$ cat src/rtl/dram_bank_seq_if.sv
// dram_bank_seq_if
// Bundles the request channel, the read response and the single-bank DRAM
// command bus used by dram_bank_seq.
//   slave  : the sequencer side (takes requests and drives the bank).
//   master : the environment side (issues requests and returns read data).
// Signals:
//   req_valid/req_ready/req_rw/req_row/req_col/req_wdata : request handshake
//   close_req                                            : precharge request
//   cmd/cmd_row/cmd_col/cmd_we/dram_data_out             : bank command bus
//   dram_data_in                                         : bank read data
//   rsp_valid/rsp_data                                   : read response
//   row_open/open_row                                    : open-page status
interface dram_bank_seq_if #(
    parameter int NUM_OF_ROWS = 128,
    parameter int NUM_OF_COLS = 8,
    parameter int DATA_WIDTH  = 1
);
    localparam int ROW_W = $clog2(NUM_OF_ROWS);
    localparam int COL_W = $clog2(NUM_OF_COLS);

    logic                  req_valid;
    logic                  req_ready;
    logic                  req_rw;
    logic [ROW_W-1:0]      req_row;
    logic [COL_W-1:0]      req_col;
    logic [DATA_WIDTH-1:0] req_wdata;
    logic                  close_req;
    logic [1:0]            cmd;
    logic [ROW_W-1:0]      cmd_row;
    logic [COL_W-1:0]      cmd_col;
    logic                  cmd_we;
    logic [DATA_WIDTH-1:0] dram_data_out;
    logic [DATA_WIDTH-1:0] dram_data_in;
    logic                  rsp_valid;
    logic [DATA_WIDTH-1:0] rsp_data;
    logic                  row_open;
    logic [ROW_W-1:0]      open_row;

    modport slave (
        input  req_valid, req_rw, req_row, req_col, req_wdata, close_req,
               dram_data_in,
        output req_ready, cmd, cmd_row, cmd_col, cmd_we, dram_data_out,
               rsp_valid, rsp_data, row_open, open_row
    );

    modport master (
        output req_valid, req_rw, req_row, req_col, req_wdata, close_req,
               dram_data_in,
        input  req_ready, cmd, cmd_row, cmd_col, cmd_we, dram_data_out,
               rsp_valid, rsp_data, row_open, open_row
    );
endinterface

$ cat src/rtl/dram_bank_seq.sv
// dram_bank_seq
// Open-page command sequencer for a single DRAM bank. Accepts one read or
// write request at a time, issues PRE/ACT/RD-WR with the configured
// PRE-to-ACT, ACT-to-access and read latency spacing, and returns read data
// as a one-cycle response strobe. The last activated row stays open until a
// row miss or an explicit close request.
// Ports:
//   clk   : clock, rising edge
//   rst_b : asynchronous active-low reset
//   bus   : dram_bank_seq_if.slave (request, response and bank command bus)
//
// state    | meaning
// ---------+---------------------------------------------------
// IDLE     | waiting for a request or a close request
// PRE      | precharge command on the bus
// WAIT_RP  | PRE-to-ACT spacing
// ACT      | activate command on the bus
// WAIT_RCD | ACT-to-access spacing
// ACCESS   | RD/WR command on the bus
// WAIT_CL  | read latency, data captured on the last cycle
// RESP     | read response strobe, new request may be accepted
module dram_bank_seq #(
    parameter int NUM_OF_ROWS = 128,
    parameter int NUM_OF_COLS = 8,
    parameter int DATA_WIDTH  = 1,
    parameter int T_RP        = 2,
    parameter int T_RCD       = 2,
    parameter int T_CL        = 2
) (
    input  logic            clk,
    input  logic            rst_b,
    dram_bank_seq_if.slave  bus
);
    localparam int ROW_W = $clog2(NUM_OF_ROWS);
    localparam int COL_W = $clog2(NUM_OF_COLS);
    localparam int MAX_T = (T_RP > T_RCD) ? ((T_RP > T_CL) ? T_RP : T_CL)
                                          : ((T_RCD > T_CL) ? T_RCD : T_CL);
    localparam int CNT_W = $clog2(MAX_T + 1);

    // The command state itself is the first cycle of each spacing window, so
    // the wait states only cover the remaining T-1 cycles (count T-2 down to 0).
    // WAIT_CL follows ACCESS and covers the full read latency.
    localparam logic [CNT_W-1:0] RP_LD  = (T_RP  > 1) ? CNT_W'(T_RP  - 2) : '0;
    localparam logic [CNT_W-1:0] RCD_LD = (T_RCD > 1) ? CNT_W'(T_RCD - 2) : '0;
    localparam logic [CNT_W-1:0] CL_LD  = CNT_W'(T_CL - 1);

    typedef enum logic [2:0] {
        IDLE, PRE, WAIT_RP, ACT, WAIT_RCD, ACCESS, WAIT_CL, RESP
    } state_t;

    state_t                state_q, state_d;
    logic [CNT_W-1:0]      cnt_q;
    logic                  rw_q, rw_d;
    logic [ROW_W-1:0]      row_q, row_d;
    logic [COL_W-1:0]      col_q, col_d;
    logic [DATA_WIDTH-1:0] wdata_q, wdata_d;
    logic                  closing_q;
    logic                  ready;
    logic                  take;

    assign ready         = (state_q == IDLE) || (state_q == RESP);
    assign take          = ready && bus.req_valid;
    assign bus.req_ready = ready;

    // Request fields as they will be after this edge; lets a hit in IDLE/RESP
    // drive the registered RD/WR outputs in the very next cycle.
    always_comb begin
        rw_d    = take ? bus.req_rw    : rw_q;
        row_d   = take ? bus.req_row   : row_q;
        col_d   = take ? bus.req_col   : col_q;
        wdata_d = take ? bus.req_wdata : wdata_q;
    end

    always_comb begin
        state_d = state_q;
        case (state_q)
            IDLE, RESP: begin
                state_d = IDLE;
                if (bus.req_valid) begin
                    if (bus.row_open && (bus.open_row == bus.req_row))
                        state_d = ACCESS;
                    else if (bus.row_open)
                        state_d = PRE;
                    else
                        state_d = ACT;
                end else if (bus.close_req && bus.row_open) begin
                    state_d = PRE;
                end
            end
            PRE: begin
                if (T_RP > 1)
                    state_d = WAIT_RP;
                else
                    state_d = closing_q ? IDLE : ACT;
            end
            WAIT_RP: begin
                if (cnt_q == '0)
                    state_d = closing_q ? IDLE : ACT;
            end
            ACT:      state_d = (T_RCD > 1) ? WAIT_RCD : ACCESS;
            WAIT_RCD: if (cnt_q == '0) state_d = ACCESS;
            ACCESS:   state_d = rw_q ? IDLE : WAIT_CL;
            WAIT_CL:  if (cnt_q == '0) state_d = RESP;
            default:  state_d = IDLE;
        endcase
    end

    always_ff @(posedge clk or negedge rst_b) begin
        if (!rst_b) begin
            state_q <= IDLE;
        end else begin
            state_q <= state_d;
        end
    end

    always_ff @(posedge clk or negedge rst_b) begin
        if (!rst_b) begin
            cnt_q     <= '0;
            rw_q      <= 1'b0;
            row_q     <= '0;
            col_q     <= '0;
            wdata_q   <= '0;
            closing_q <= 1'b0;
        end else begin
            if (state_d != state_q) begin
                case (state_d)
                    WAIT_RP:  cnt_q <= RP_LD;
                    WAIT_RCD: cnt_q <= RCD_LD;
                    WAIT_CL:  cnt_q <= CL_LD;
                    default:  cnt_q <= '0;
                endcase
            end else if (cnt_q != '0) begin
                cnt_q <= cnt_q - 1'b1;
            end
            rw_q    <= rw_d;
            row_q   <= row_d;
            col_q   <= col_d;
            wdata_q <= wdata_d;
            if (ready)
                closing_q <= !bus.req_valid && bus.close_req && bus.row_open;
        end
    end

    // Registered bus outputs, decoded from the state being entered.
    always_ff @(posedge clk or negedge rst_b) begin
        if (!rst_b) begin
            bus.cmd           <= 2'b00;
            bus.cmd_row       <= '0;
            bus.cmd_col       <= '0;
            bus.cmd_we        <= 1'b0;
            bus.dram_data_out <= '0;
            bus.rsp_valid     <= 1'b0;
            bus.rsp_data      <= '0;
            bus.row_open      <= 1'b0;
            bus.open_row      <= '0;
        end else begin
            bus.cmd           <= 2'b00;
            bus.cmd_row       <= '0;
            bus.cmd_col       <= '0;
            bus.cmd_we        <= 1'b0;
            bus.dram_data_out <= '0;
            bus.rsp_valid     <= 1'b0;
            bus.rsp_data      <= '0;
            case (state_d)
                PRE: bus.cmd <= 2'b11;
                ACT: begin
                    bus.cmd     <= 2'b01;
                    bus.cmd_row <= row_d;
                end
                ACCESS: begin
                    bus.cmd           <= 2'b10;
                    bus.cmd_col       <= col_d;
                    bus.cmd_we        <= rw_d;
                    bus.dram_data_out <= rw_d ? wdata_d : '0;
                end
                RESP: begin
                    // Only reached from the last WAIT_CL cycle: this is the capture.
                    bus.rsp_valid <= 1'b1;
                    bus.rsp_data  <= bus.dram_data_in;
                end
                default: ;
            endcase
            if (state_q == PRE) begin
                bus.row_open <= 1'b0;
                bus.open_row <= '0;
            end else if (state_q == ACT) begin
                bus.row_open <= 1'b1;
                bus.open_row <= row_q;
            end
        end
    end
endmodule

$ cat src/flat_wrapper.sv
// flat-port wrapper written by rule: the top's interface ports become plain ports
module dram_bank_seq_flat 
#(
    parameter int NUM_OF_ROWS = 128,
    parameter int NUM_OF_COLS = 8,
    parameter int DATA_WIDTH  = 1,
    parameter int T_RP        = 2,
    parameter int T_RCD       = 2,
    parameter int T_CL        = 2
)
  (clk, rst_b, bus_req_valid, bus_req_rw, bus_req_row, bus_req_col, bus_req_wdata, bus_close_req, bus_dram_data_in, bus_req_ready, bus_cmd, bus_cmd_row, bus_cmd_col, bus_cmd_we, bus_dram_data_out, bus_rsp_valid, bus_rsp_data, bus_row_open, bus_open_row);
  dram_bank_seq_if #(.NUM_OF_ROWS(NUM_OF_ROWS), .NUM_OF_COLS(NUM_OF_COLS), .DATA_WIDTH(DATA_WIDTH)) bus_i ();
  input  logic clk;
  input  logic rst_b;
  input wire logic [$bits(bus_i.req_valid)-1:0] bus_req_valid;
  input wire logic [$bits(bus_i.req_rw)-1:0] bus_req_rw;
  input wire logic [$bits(bus_i.req_row)-1:0] bus_req_row;
  input wire logic [$bits(bus_i.req_col)-1:0] bus_req_col;
  input wire logic [$bits(bus_i.req_wdata)-1:0] bus_req_wdata;
  input wire logic [$bits(bus_i.close_req)-1:0] bus_close_req;
  input wire logic [$bits(bus_i.dram_data_in)-1:0] bus_dram_data_in;
  output wire logic [$bits(bus_i.req_ready)-1:0] bus_req_ready;
  output wire logic [$bits(bus_i.cmd)-1:0] bus_cmd;
  output wire logic [$bits(bus_i.cmd_row)-1:0] bus_cmd_row;
  output wire logic [$bits(bus_i.cmd_col)-1:0] bus_cmd_col;
  output wire logic [$bits(bus_i.cmd_we)-1:0] bus_cmd_we;
  output wire logic [$bits(bus_i.dram_data_out)-1:0] bus_dram_data_out;
  output wire logic [$bits(bus_i.rsp_valid)-1:0] bus_rsp_valid;
  output wire logic [$bits(bus_i.rsp_data)-1:0] bus_rsp_data;
  output wire logic [$bits(bus_i.row_open)-1:0] bus_row_open;
  output wire logic [$bits(bus_i.open_row)-1:0] bus_open_row;
  assign bus_i.req_valid = bus_req_valid;
  assign bus_i.req_rw = bus_req_rw;
  assign bus_i.req_row = bus_req_row;
  assign bus_i.req_col = bus_req_col;
  assign bus_i.req_wdata = bus_req_wdata;
  assign bus_i.close_req = bus_close_req;
  assign bus_i.dram_data_in = bus_dram_data_in;
  assign bus_req_ready = bus_i.req_ready;
  assign bus_cmd = bus_i.cmd;
  assign bus_cmd_row = bus_i.cmd_row;
  assign bus_cmd_col = bus_i.cmd_col;
  assign bus_cmd_we = bus_i.cmd_we;
  assign bus_dram_data_out = bus_i.dram_data_out;
  assign bus_rsp_valid = bus_i.rsp_valid;
  assign bus_rsp_data = bus_i.rsp_data;
  assign bus_row_open = bus_i.row_open;
  assign bus_open_row = bus_i.open_row;
  dram_bank_seq #(.NUM_OF_ROWS(NUM_OF_ROWS), .NUM_OF_COLS(NUM_OF_COLS), .DATA_WIDTH(DATA_WIDTH), .T_RP(T_RP), .T_RCD(T_RCD), .T_CL(T_CL)) u_core (.clk(clk), .rst_b(rst_b), .bus(bus_i));
endmodule
$ cat config.mk
export PLATFORM = sky130hd
export DESIGN_NAME = dram_bank_seq_flat
export DESIGN_NICKNAME = d
export VERILOG_FILES = /design/src/rtl/dram_bank_seq_if.sv /design/src/rtl/dram_bank_seq.sv /design/src/flat_wrapper.sv
export SDC_FILE = /design/constraint.sdc
export NUM_CORES = 1
export LEC_CHECK = 0
export ABC_AREA = 1
export CORE_ASPECT_RATIO = 1.75
export CORE_MARGIN = 2
export CORE_UTILIZATION = 48
export DETAILED_ROUTE_END_ITERATION = 6
export GPL_TIMING_DRIVEN = 0
export PLACE_DENSITY = 0.76
export SYNTH_ARGS = -nofsm -noshare
export SYNTH_HDL_FRONTEND = slang
export SYNTH_SLANG_ARGS = --single-unit
$ cat constraint.sdc
create_clock -name clk -period 2.5 [get_ports clk]
set_clock_uncertainty 0.05 [all_clocks]
set_input_delay 0.75 -clock clk [delete_from_list [all_inputs] [get_ports clk]]
set_output_delay 0.75 -clock clk [all_outputs]
set_load 0.02 [all_outputs]
==> results of run 1 <==
## where the power goes
part	leakage [nW]	switching, mW	internal, mW
clock network	0.0524	0.219	0.299
logic	0.720	1.10	0.656
registers	0.529	0.121	0.949
## cells in the final DEF (no fill, tap or decap), types with 2 or more instances in the layout
cell type / instances
o21ai_1: 4
nand3_1: 8
nand2_1: 54
nand3_2: 2
inv_1: 42
clkbuf_8: 5
buf_2: 3
clkbuf_1: 2
o22ai_1: 7
or2_2: 3
clkdlybuf4s50_1: 39
ha_1: 2
o21ai_0: 10
inv_2: 5
nand2_2: 9
nor2_1: 22
dfrtp_1: 42
nor2_4: 2
## synthesized netlist by cell type (all sizes together)
cell and number:
o21ai 14, o22ai 7, a21oi 1, nand4 1, buf 3, o31ai 1, xor2 1, or2 3
and2 1, nor2 26, nor4 1, nand2 64, inv 47, dfrtp 42, ha 2, nand3 10
## logic make-up (layout without fill, tap and decap cells)
group / Yosys count / count (layout) / share of synthesized area [%]
and+or+nand+nor: 106 / 106 / 26.16
AOI/OAI and AO/OA: 23 / 23 / 6.623
xor gates and xnor gates: 1 / 1 / 0.4591
adders and majority gates: 2 / 2 / 1.311
DFF: 42 / 42 / 55.08
buffers and inverters: 50 / 100 / 10.36
## area by class of cell
| cell class | instances | area, µm² |
|---|---|---|
| inverters | 47 | 176.4 |
| clock inverters | 1 | 30.03 |
| multi-input cells | 132 | 659.4 |
| flip-flops and latches | 42 | 1051 |
| repair buffers | 42 | 424.2 |
| well taps | 48 | 60.06 |
| clock buffers | 7 | 76.32 |
| fillers | 363 | 1330 |
| plain buffers | 3 | 21.27 |
## registers in the layout, summed over array words and instances (netlist names)
name,flops
u_core.bus.cmd,2
u_core.bus.cmd_col,3
u_core.bus.cmd_row,7
u_core.bus.cmd_we,1
u_core.bus.dram_data_out,1
u_core.bus.open_row,7
u_core.bus.row_open,1
u_core.bus.rsp_data,1
u_core.bus.rsp_valid,1
u_core.closing_q,1
u_core.cnt_q,2
u_core.col_q,3
u_core.row_q,7
u_core.rw_q,1
u_core.state_q,3
u_core.wdata_q,1
## routing by layer
layer	vias to the layer above	share of wire, %	global-route usage, %
met4	0	1.6	8.612
met5	-	0	0
met1	715	41	22.72
met2	30	54	33.80
met3	4	3.6	4.467
li1	770	-	-
## worst max path at each step
| stage | slack (ns) | start | endpoint | cells after the start |
|---|---|---|---|---|
| after global routing | 0.05 | u_core.state_q[1] | bus_req_ready | 6 |
| after global placement | -0.43 | rst_b | u_core.bus.cmd[0] | 1 |
| after CTS | 0.14 | u_core.state_q[1] | bus_req_ready | 6 |
| final | 0.14 | u_core.state_q[1] | bus_req_ready | 6 |
| after floorplan | 0.77 | u_core.state_q[0] | bus_req_ready | 5 |
| after detailed placement | 0.06 | bus_req_valid | u_core.bus.cmd_row[6] | 12 |
## stage by stage
step                      hold WS (ns)  cells  worst slack (ns)
after floorplan                 0.3884    224            0.7745
after global placement          0.4038    313           -0.4297
after detailed placement        0.4061    314           0.06002
after CTS                       0.2273    322            0.1435
after global routing            0.2274    322           0.04820
final                           0.2365    322            0.1382
## timing repair
| action | in CTS | in global routing |
|---|---|---|
| hold buffers | 0 | 0 |
| gates resized for setup | 1 | 0 |
| setup endpoints to repair | 1 | 0 |
==> key figures, run 1 <==
Status
  • Status: complete, no violations

Worst setup path
  • Crit Path Class: reg2out
  • FF-to-FF setup slack: a little under 0.8 ns
  • Number of cells on the worst reg-to-reg path: 9
  • Crit-path slowest cell: dfrtp_1
  • CP max FO: 5
  • Reg2reg end: u_core.bus.cmd_row[2]
  • Delay-heaviest family, CP: buffers and inverters
  • Crit path DAT: between 1.5 and 2 ns
  • Critical Path RT: around 1.7 ns
  • CP Buf/Inv Count: 3
  • Max stage delay on crit path: 0.44 ns
  • Worst setup EP type: primary output
  • R2r startpoint: u_core.state_q[1]
  • CP Cell Sequence: inv_1 > nand2_2 > nand2_2 > nand2_4 > inv_1 > dlygate4sd2_1
  • Crit path launch type: register

Power and ir drop
  • Pleak: 1.301 nW
  • Power per cell area: 1337 mW/mm²
  • Power, Total: 3.340 mW
  • Worst VDD drop: ~0.89 mV

Drt
  • Vias post-DR: ~1,500
  • Post-Route WL: between 3000 and 4000 µm
  • Routed len/inst: 11.81 µm
  • DR vias/cell: roughly 4.7
  • Antenna-violating nets left: 0
  • Detailed Route Iter0 Violations: 41
  • Total iterations of the first detailed-routing run: 4
  • DR DRC count: 0

STA
  • Final setup viols: 0
  • Slew Limit Headroom: 76.82%
  • Worst-Margin Slew: 0.3445 ns
  • Final Critical Period: 2.362 ns
  • RSZ-0062 raised after global routing: false
  • Final Cycle Share: 94.47%
  • Fin. Hold Viols: 0
  • FMAX: 0.4234 GHz
  • Max Transition Viols Final: 0
  • Final setup TNS: 0 ns

Final layout
  • Finished Core Util: 65.26%
  • Area grow syn2layout: 30.95%
  • Nets: 292
  • Layout cells sized above 1: 12.77%
  • # diodes: 0
  • Design Area, Final: 0.002499 mm²

Placement
  • Post-DP HPWL: 2835 µm
  • PortBufs: around 40
  • DP Area: 0.002394 mm²
  • GPL Wtd Cong: 0.8018

Logic synthesis
  • Synthesized flop and latch total: 42
  • Yosys warnings: 0
  • Seq/Total Area, Yosys: 55.08%
  • Post-Syn Instances: 224
  • Synth top area cells: dfrtp_1 (55%), nand2_1 (11%), inv_1 (8.3%)
  • Synth area leader: dfrtp_1
  • Post-synth top area share: a little under three fifths
  • Syn Nets: 243
  • Distinct cells, synth: 25
  • Post-synthesis cell area: roughly 0.0019 mm²
  • Mean Syn Cell Area: 8.518 µm²

GRT
  • Initial antenna violation count: 0
  • Largest net degree at the start of global routing: 38
  • Global-route wire length before repair: 6451 µm
  • Overall Global Routing Usage: 19.59%
  • Gr ovfl total: 0
  • Vias in the first global route: 1,437

Clocking
  • Worst-Skew Late Latency: 0.29 ns
  • CTS buffer count: 5
  • CTS tree: built
  • Root Driver: clkbuf_8
  • Worst-case clock buffer depth: 2
  • Post-CTS Setup Inserts: 0
  • H-tree Lvls: 2
  • Sink Count: 42
  • Worst-path clk slew: 0.08 ns

Floorplan
  • Chip Width: 51.66 µm
  • Initial cell density of the core: 49.84%
  • Site Rows: 30
  • # IOs: 42
  • Die area: roughly 0.0045 mm²
  • Core box area: around 0.0038 mm²
  • Die Y: 87.41 µm

Min path
  • Min-delay worst type: in2async

Flow run
  • Maxcap violations: 0
Power figures use the tool's default switching activity.
==> inputs of run 2 (changes only) <==
Settings changed: ABC_AREA 1 to default, MAX_ROUTING_LAYER from default to met4, PLACE_DENSITY 0.76 to 0.77.
==> key figures, run 2 <==
Status
  • Status: complete, no violations

Logic synthesis
  • Synth top cells by count: dfrtp_1 (42), nand2_1 (21), mux2_2 (12), o21ai_0 (11), nor2b_1 (10)
  • Post-synth top area share: 57.26%
  • Seq/Total Area, Yosys: 57.26%
  • Count leader, synth: dfrtp_1
  • Main synth FF type: dfrtp_1
  • Post-synthesis cell area: 0.001836 mm²
  • Fraction of registers with async set or reset after synthesis: 100.0%
  • Syn Nets: between 150 and 200
  • Distinct cells, synth: 36
  • Synth top area cells: dfrtp_1 (57%), mux2_2 (7.4%), nand2_1 (4.3%)
  • Mean Syn Cell Area: between 10 and 15 µm²
  • Synth area leader: dfrtp_1
  • Post-Syn Instances: approximately 160
  • Number of synthesized flops with an enable pin: 0
  • Synthesized flop and latch total: 42
  • Yosys warnings: 0

Worst setup path
  • Max stage delay on crit path: 0.39 ns
  • Crit Path Class: reg2out
  • CP Cell Sequence: buf_2 > nor3_1 > or2_1 > clkbuf_2
  • R2r startpoint: u_core.cnt_q[0]
  • Number of cells on the worst reg-to-reg path: 8
  • CP Buf/Inv Count: 2
  • FF-to-FF setup slack: ~0.54 ns
  • Reg2reg end: u_core.bus.cmd_row[1]
  • Critical Path RT: 1.70 ns
  • Worst setup EP type: primary output
  • Crit path launch type: register
  • CP max FO: 10
  • Crit-path slowest cell: dfrtp_1
  • Crit path DAT: 1.57 ns
  • Delay-heaviest family, CP: simple AND/OR/NAND/NOR gates

Min path
  • WHS Path Cells: 1
  • WHS Endpoint: u_core.col_q[1]
  • Min-delay worst type: reg2reg
  • Hold_sp: u_core.col_q[1]

Placement
  • DP Cell Count: between 200 and 300
  • PortBufs: 41
  • GPL Wtd Cong: around 0.96
  • Worst Setup Slack post-DPL: -0.2882 ns
  • DP Area: 0.002298 mm²
  • Post-DP HPWL: 2778 µm

Power and ir drop
  • Worst VDD drop: 0.7796 mV
  • Pleak: 1.108 nW
  • Power per cell area: between 1000 and 1500 mW/mm²

STA
  • Fin. Hold Viols: 0
  • Final setup TNS: 0 ns
  • Final setup viols: 0
  • Worst Slack Setup Final: 0.1262 ns
  • Worst-Margin Slew: 0.8913 ns
  • Max Transition Viols Final: 0
  • FMAX: 0.4213 GHz
  • RSZ-0062 raised after global routing: false
  • Slew Limit Headroom: 40.58%
  • Final Cycle Share: between 90% and 100%
  • Final Critical Period: 2.374 ns

Drt
  • Detailed Route Iter0 Violations: 32
  • DR vias/cell: roughly 5.4
  • Vias post-DR: 1,391
  • Routed len/inst: 14.34 µm
  • Antenna-violating nets left: 0
  • Total iterations of the first detailed-routing run: 4
  • Post-Route WL: 3700 µm
  • DR DRC count: 0

Floorplan
  • # IOs: 42
  • Die Y: 85.81 µm
  • Site Rows: 29
  • Chip Width: 50.75 µm
  • Die area: 0.004354 mm²
  • Core box area: around 0.0036 mm²
  • Initial cell density of the core: 50.59%

Flow run
  • Maxcap violations: 0

Final layout
  • # diodes: 0
  • Area grow syn2layout: 31.63%
  • Design Area, Final: between 0.002 and 0.0025 mm²
  • Largest regs: u_core.bus.cmd_row x7, u_core.bus.open_row x7, u_core.row_q x7
  • Layout cells sized above 1: 15.57%
  • Commonest non-fill, non-tap cell in the layout: dfrtp_1
  • Finished Layout Cells: ~260
  • Leading cell types in the layout, fill and taps excluded: dfrtp_1 (42), clkdlybuf4s50_1 (38), nand2_1 (21)
  • Nets: 231
  • Fillers: 304

Clocking
  • Worst-path clk slew: approximately 0.08 ns
  • CTS tree: built
  • Worst-case clock buffer depth: 2
  • Root Driver: clkbuf_8
  • Worst-Skew Late Latency: 0.29 ns
  • Sink Count: 42
  • Hold_buf cts: 0
  • H-tree Lvls: 2
  • CTS buffer count: 5

GRT
  • Global Route met1 Usage: ~22%
  • Global-route wire length before repair: ~6200 µm
  • Met3 Usage GRT: between 4 and 5%
  • Gr ovfl total: 0
  • Largest net degree at the start of global routing: between 40 and 50
  • Initial antenna violation count: 0
  • Overall Global Routing Usage: 19.72%
  • Gr busiest metal: met2
  • Vias in the first global route: 1,406
  • Met2 GRT Util: 32.78%
==> run 2: cell type report <==
| type | instances | area (µm²) | share of cell area [%] |
|---|---|---|---|
| Clock buffer | 6 | 82.58 | 3.418 |
| Tap cell | 46 | 57.56 | 2.382 |
| Inverter | 10 | 38.79 | 1.605 |
| Buffer | 6 | 36.28 | 1.502 |
| Timing Repair Buffer | 41 | 402.9 | 16.68 |
| Clock inverter | 1 | 30.03 | 1.243 |
| Multi-Input combinational cell | 106 | 716.9 | 29.67 |
| Sequential cell | 42 | 1051 | 43.50 |
==> run 2: stage by stage <==
step           hold WS, ns  power [mW]  util [%]
2_1_floorplan       0.4044       2.063         -
3_3_place_gp        0.4204       2.580     63.48
3_5_place_dp        0.4280       2.639     63.34
4_1_cts             0.4453       3.179     66.45
5_1_grt             0.4743       3.377     66.59
6_report            0.4460       3.163     66.59
==> run 2: what timing repair did <==
item                                    4_1_cts  5_1_grt
buffers inserted                              0        0
pin swaps                                     0        2
endpoints found under the setup margin        1        9
hold endpoints to repair                      0        0
gates resized for setup                       2        4
==> run 2: cells by family after synthesis <==
group,count (synthesis),synth area share (%)
XOR/XNOR,8,3.817
AND/OR/NAND/NOR,55,15.75
adder cells (fa/ha/maj),2,1.363
buffers and inverters,16,4.090
AO/OA/AOI/OAI,27,9.271
multiplexers,14,8.453
flip-flops,42,57.26
==> run 2: worst max-delay path by stage <==
stage	from	to	slack, ns	depth (start not counted)
after floorplan	bus_req_row[2]	u_core.bus.cmd_row[0]	0.44	6
after global placement	rst_b	u_core.wdata_q	-0.32	1
after detailed placement	bus_req_row[5]	u_core.bus.cmd_row[1]	-0.29	7
after CTS	u_core.state_q[2]	bus_req_ready	0.006	4
after global routing	bus_req_row[1]	u_core.bus.dram_data_out	0.004	8
final	u_core.state_q[2]	bus_req_ready	0.13	4
==> run 2: metal layers <==
metal	up-vias	part of all wire [%]
met5	-	0
met3	10	4.8
met4	0	3.0
met2	46	53
met1	687	39
li1	648	-
==> run 2: power breakdown <==
part | total, mW | internal (mW) | switching [mW]
Clock | 0.536 | 0.319 | 0.217
Combinational | 1.52 | 0.674 | 0.847
Sequential | 1.11 | 0.959 | 0.147
==> run 2: worst register-to-register path, cell delays in order (launching register included) <==
cell       delay (ns)
dfrtp_1          0.39
inv_1            0.08
ha_1             0.19
nand2b_1         0.10
a2111oi_0        0.40
a21oi_1          0.18
inv_1            0.13
nand3_2          0.19
nor2b_1          0.18
==> inputs of run 3 (changes only) <==
Clock period 2.5 ns to 2.2 ns, I/O delays scaled along.
==> key figures, run 3 (synthesized netlist as in run 2, its figures left out) <==
STA
  • Max Transition Viols Final: 0
  • Worst Slack Setup Final: 0.07446 ns
  • FMAX: 0.4705 GHz
  • Fin. Hold Viols: 0
  • Final setup TNS: 0 ns
  • Slew Limit Headroom: 40.32%
  • Final setup viols: 0
  • Worst-Margin Slew: a little under 0.9 ns
  • Final Critical Period: 2.126 ns
  • Worst hold slack: 0.4432 ns
  • Final Cycle Share: 96.62%

GRT
  • Global Route met1 Usage: 22.56%
  • Largest net degree at the start of global routing: between 40 and 50
  • Initial antenna violation count: 0
  • Overall Global Routing Usage: 20.24%
  • Met2 GRT Util: 34.45%
  • Gr busiest metal: met2
  • Global-route wire length before repair: around 6400 µm
  • Gr ovfl total: 0
  • Met3 Usage GRT: under 10%
  • Vias in the first global route: between 1,000 and 1,500

Clocking
  • Worst-path clk slew: 0.07 ns
  • CTS tree: built
  • Sink Count: 42
  • Worst-case clock buffer depth: 2
  • Root Driver: clkbuf_8
  • H-tree Lvls: 2
  • Hold_buf cts: 0
  • CTS buffer count: 5
  • Worst-Skew Late Latency: ~0.29 ns

Final layout
  • Design Area, Final: 0.002491 mm²
  • Nets: 236
  • Layout cells sized above 1: 18.89%
  • # diodes: 0
  • Largest regs: u_core.bus.cmd_row x7, u_core.bus.open_row x7, u_core.row_q x7
  • Finished Layout Cells: 263
  • Commonest non-fill, non-tap cell in the layout: dfrtp_1
  • Leading cell types in the layout, fill and taps excluded: dfrtp_1 (42), clkdlybuf4s50_1 (31), nand2_1 (21)
  • Fillers: roughly 300
  • Area grow syn2layout: 35.72%

Placement
  • PortBufs: 41
  • GPL Wtd Cong: 0.9572
  • DP Area: around 0.0023 mm²
  • Worst Setup Slack post-DPL: -0.4982 ns
  • DP Cell Count: around 250
  • Post-DP HPWL: 2778 µm

Floorplan
  • Die Y: roughly 86 µm
  • Core box area: around 0.0036 mm²
  • # IOs: 42
  • Die area: 0.004354 mm²
  • Site Rows: 29
  • Chip Width: just over 50 µm
  • Initial cell density of the core: 50.59%

Worst setup path
  • CP Capture Point: bus_row_open
  • FF-to-FF setup slack: 0.24 ns
  • Crit-path slowest cell: clkdlybuf4s50_1
  • Crit path from: u_core.bus.row_open
  • Crit. path cell count: 1
  • Number of cells on the worst reg-to-reg path: 8
  • Crit path launch type: register
  • Crit Path Class: reg2out
  • Critical Path RT: 1.49 ns
  • R2r startpoint: u_core.cnt_q[0]
  • Worst setup EP type: primary output
  • Reg2reg end: u_core.bus.cmd_row[1]
  • CP Cell Sequence: clkdlybuf4s50_1
  • Crit path DAT: between 1 and 1.5 ns
  • Max stage delay on crit path: 0.65 ns
  • Delay-heaviest family, CP: buffers and inverters
  • CP max FO: 8
  • CP Buf/Inv Count: 1

Drt
  • Antenna-violating nets left: 0
  • DR DRC count: 0
  • Total iterations of the first detailed-routing run: 4
  • Detailed Route Iter0 Violations: 28
  • DR vias/cell: 5.388
  • Routed len/inst: 14.72 µm
  • Post-Route WL: 3872 µm
  • Vias post-DR: 1,417

Power and ir drop
  • Pleak: approximately 1.2 nW
  • Power per cell area: 1500 mW/mm²
  • Worst VDD drop: 0.9471 mV

Min path
  • Min-delay worst type: in2async

Status
  • Status: complete, no violations

Flow run
  • Maxcap violations: 0
==> run 3: metal layers <==
metal / part of all wire [%] / up-vias / wire length (µm)
met1: 38 / 710 / 1488
met2: 55 / 41 / 2139
met4: 2.9 / 0 / 111
met5: 0 / - / 0
met3: 3.4 / 10 / 132
li1: - / 656 / -
==> run 3: repair_timing <==
item,in CTS,in global routing
endpoints found under the setup margin,10,15
pin swaps,6,6
gates resized for setup,9,12
gates cloned,0,0
setup buffers,4,1
==> run 3: layout make-up <==
class	instances	area, µm²	area share, %
well taps	46	57.56	2.310
clock inverters	1	30.03	1.205
flip-flops and latches	42	1051	42.19
repair buffers	46	449.2	18.03
clock buffers	6	82.58	3.315
multi-input cells	106	745.7	29.93
plain buffers	6	36.28	1.457
inverters	10	38.79	1.557
==> run 3: stage by stage <==
stage / util (%) / power, mW
global route: 68.66 / 3.988
global placement: 63.48 / 2.932
floorplan: - / 2.345
finish: 68.66 / 3.736
detailed placement: 63.34 / 2.999
CTS: 67.31 / 3.687
==> run 3: worst min-delay path by stage <==
stage | from | endpoint | slack (ns) | cells past startpoint
finish | rst_b | u_core.closing_q | 0.44 | 1
global route | u_core.col_q[0] | u_core.col_q[0] | 0.47 | 1
CTS | u_core.col_q[1] | u_core.col_q[1] | 0.45 | 1
detailed placement | u_core.col_q[1] | u_core.col_q[1] | 0.43 | 1
global placement | u_core.wdata_q | u_core.wdata_q | 0.42 | 1
floorplan | rst_b | u_core.bus.cmd[0] | 0.31 | 0
==> run 3: power by group <==
part | switching (mW) | leakage (nW) | internal, mW | total (mW)
Combinational | 1.02 | 0.578 | 0.843 | 1.86
Clock | 0.246 | 0.0573 | 0.363 | 0.608
Sequential | 0.176 | 0.543 | 1.09 | 1.27
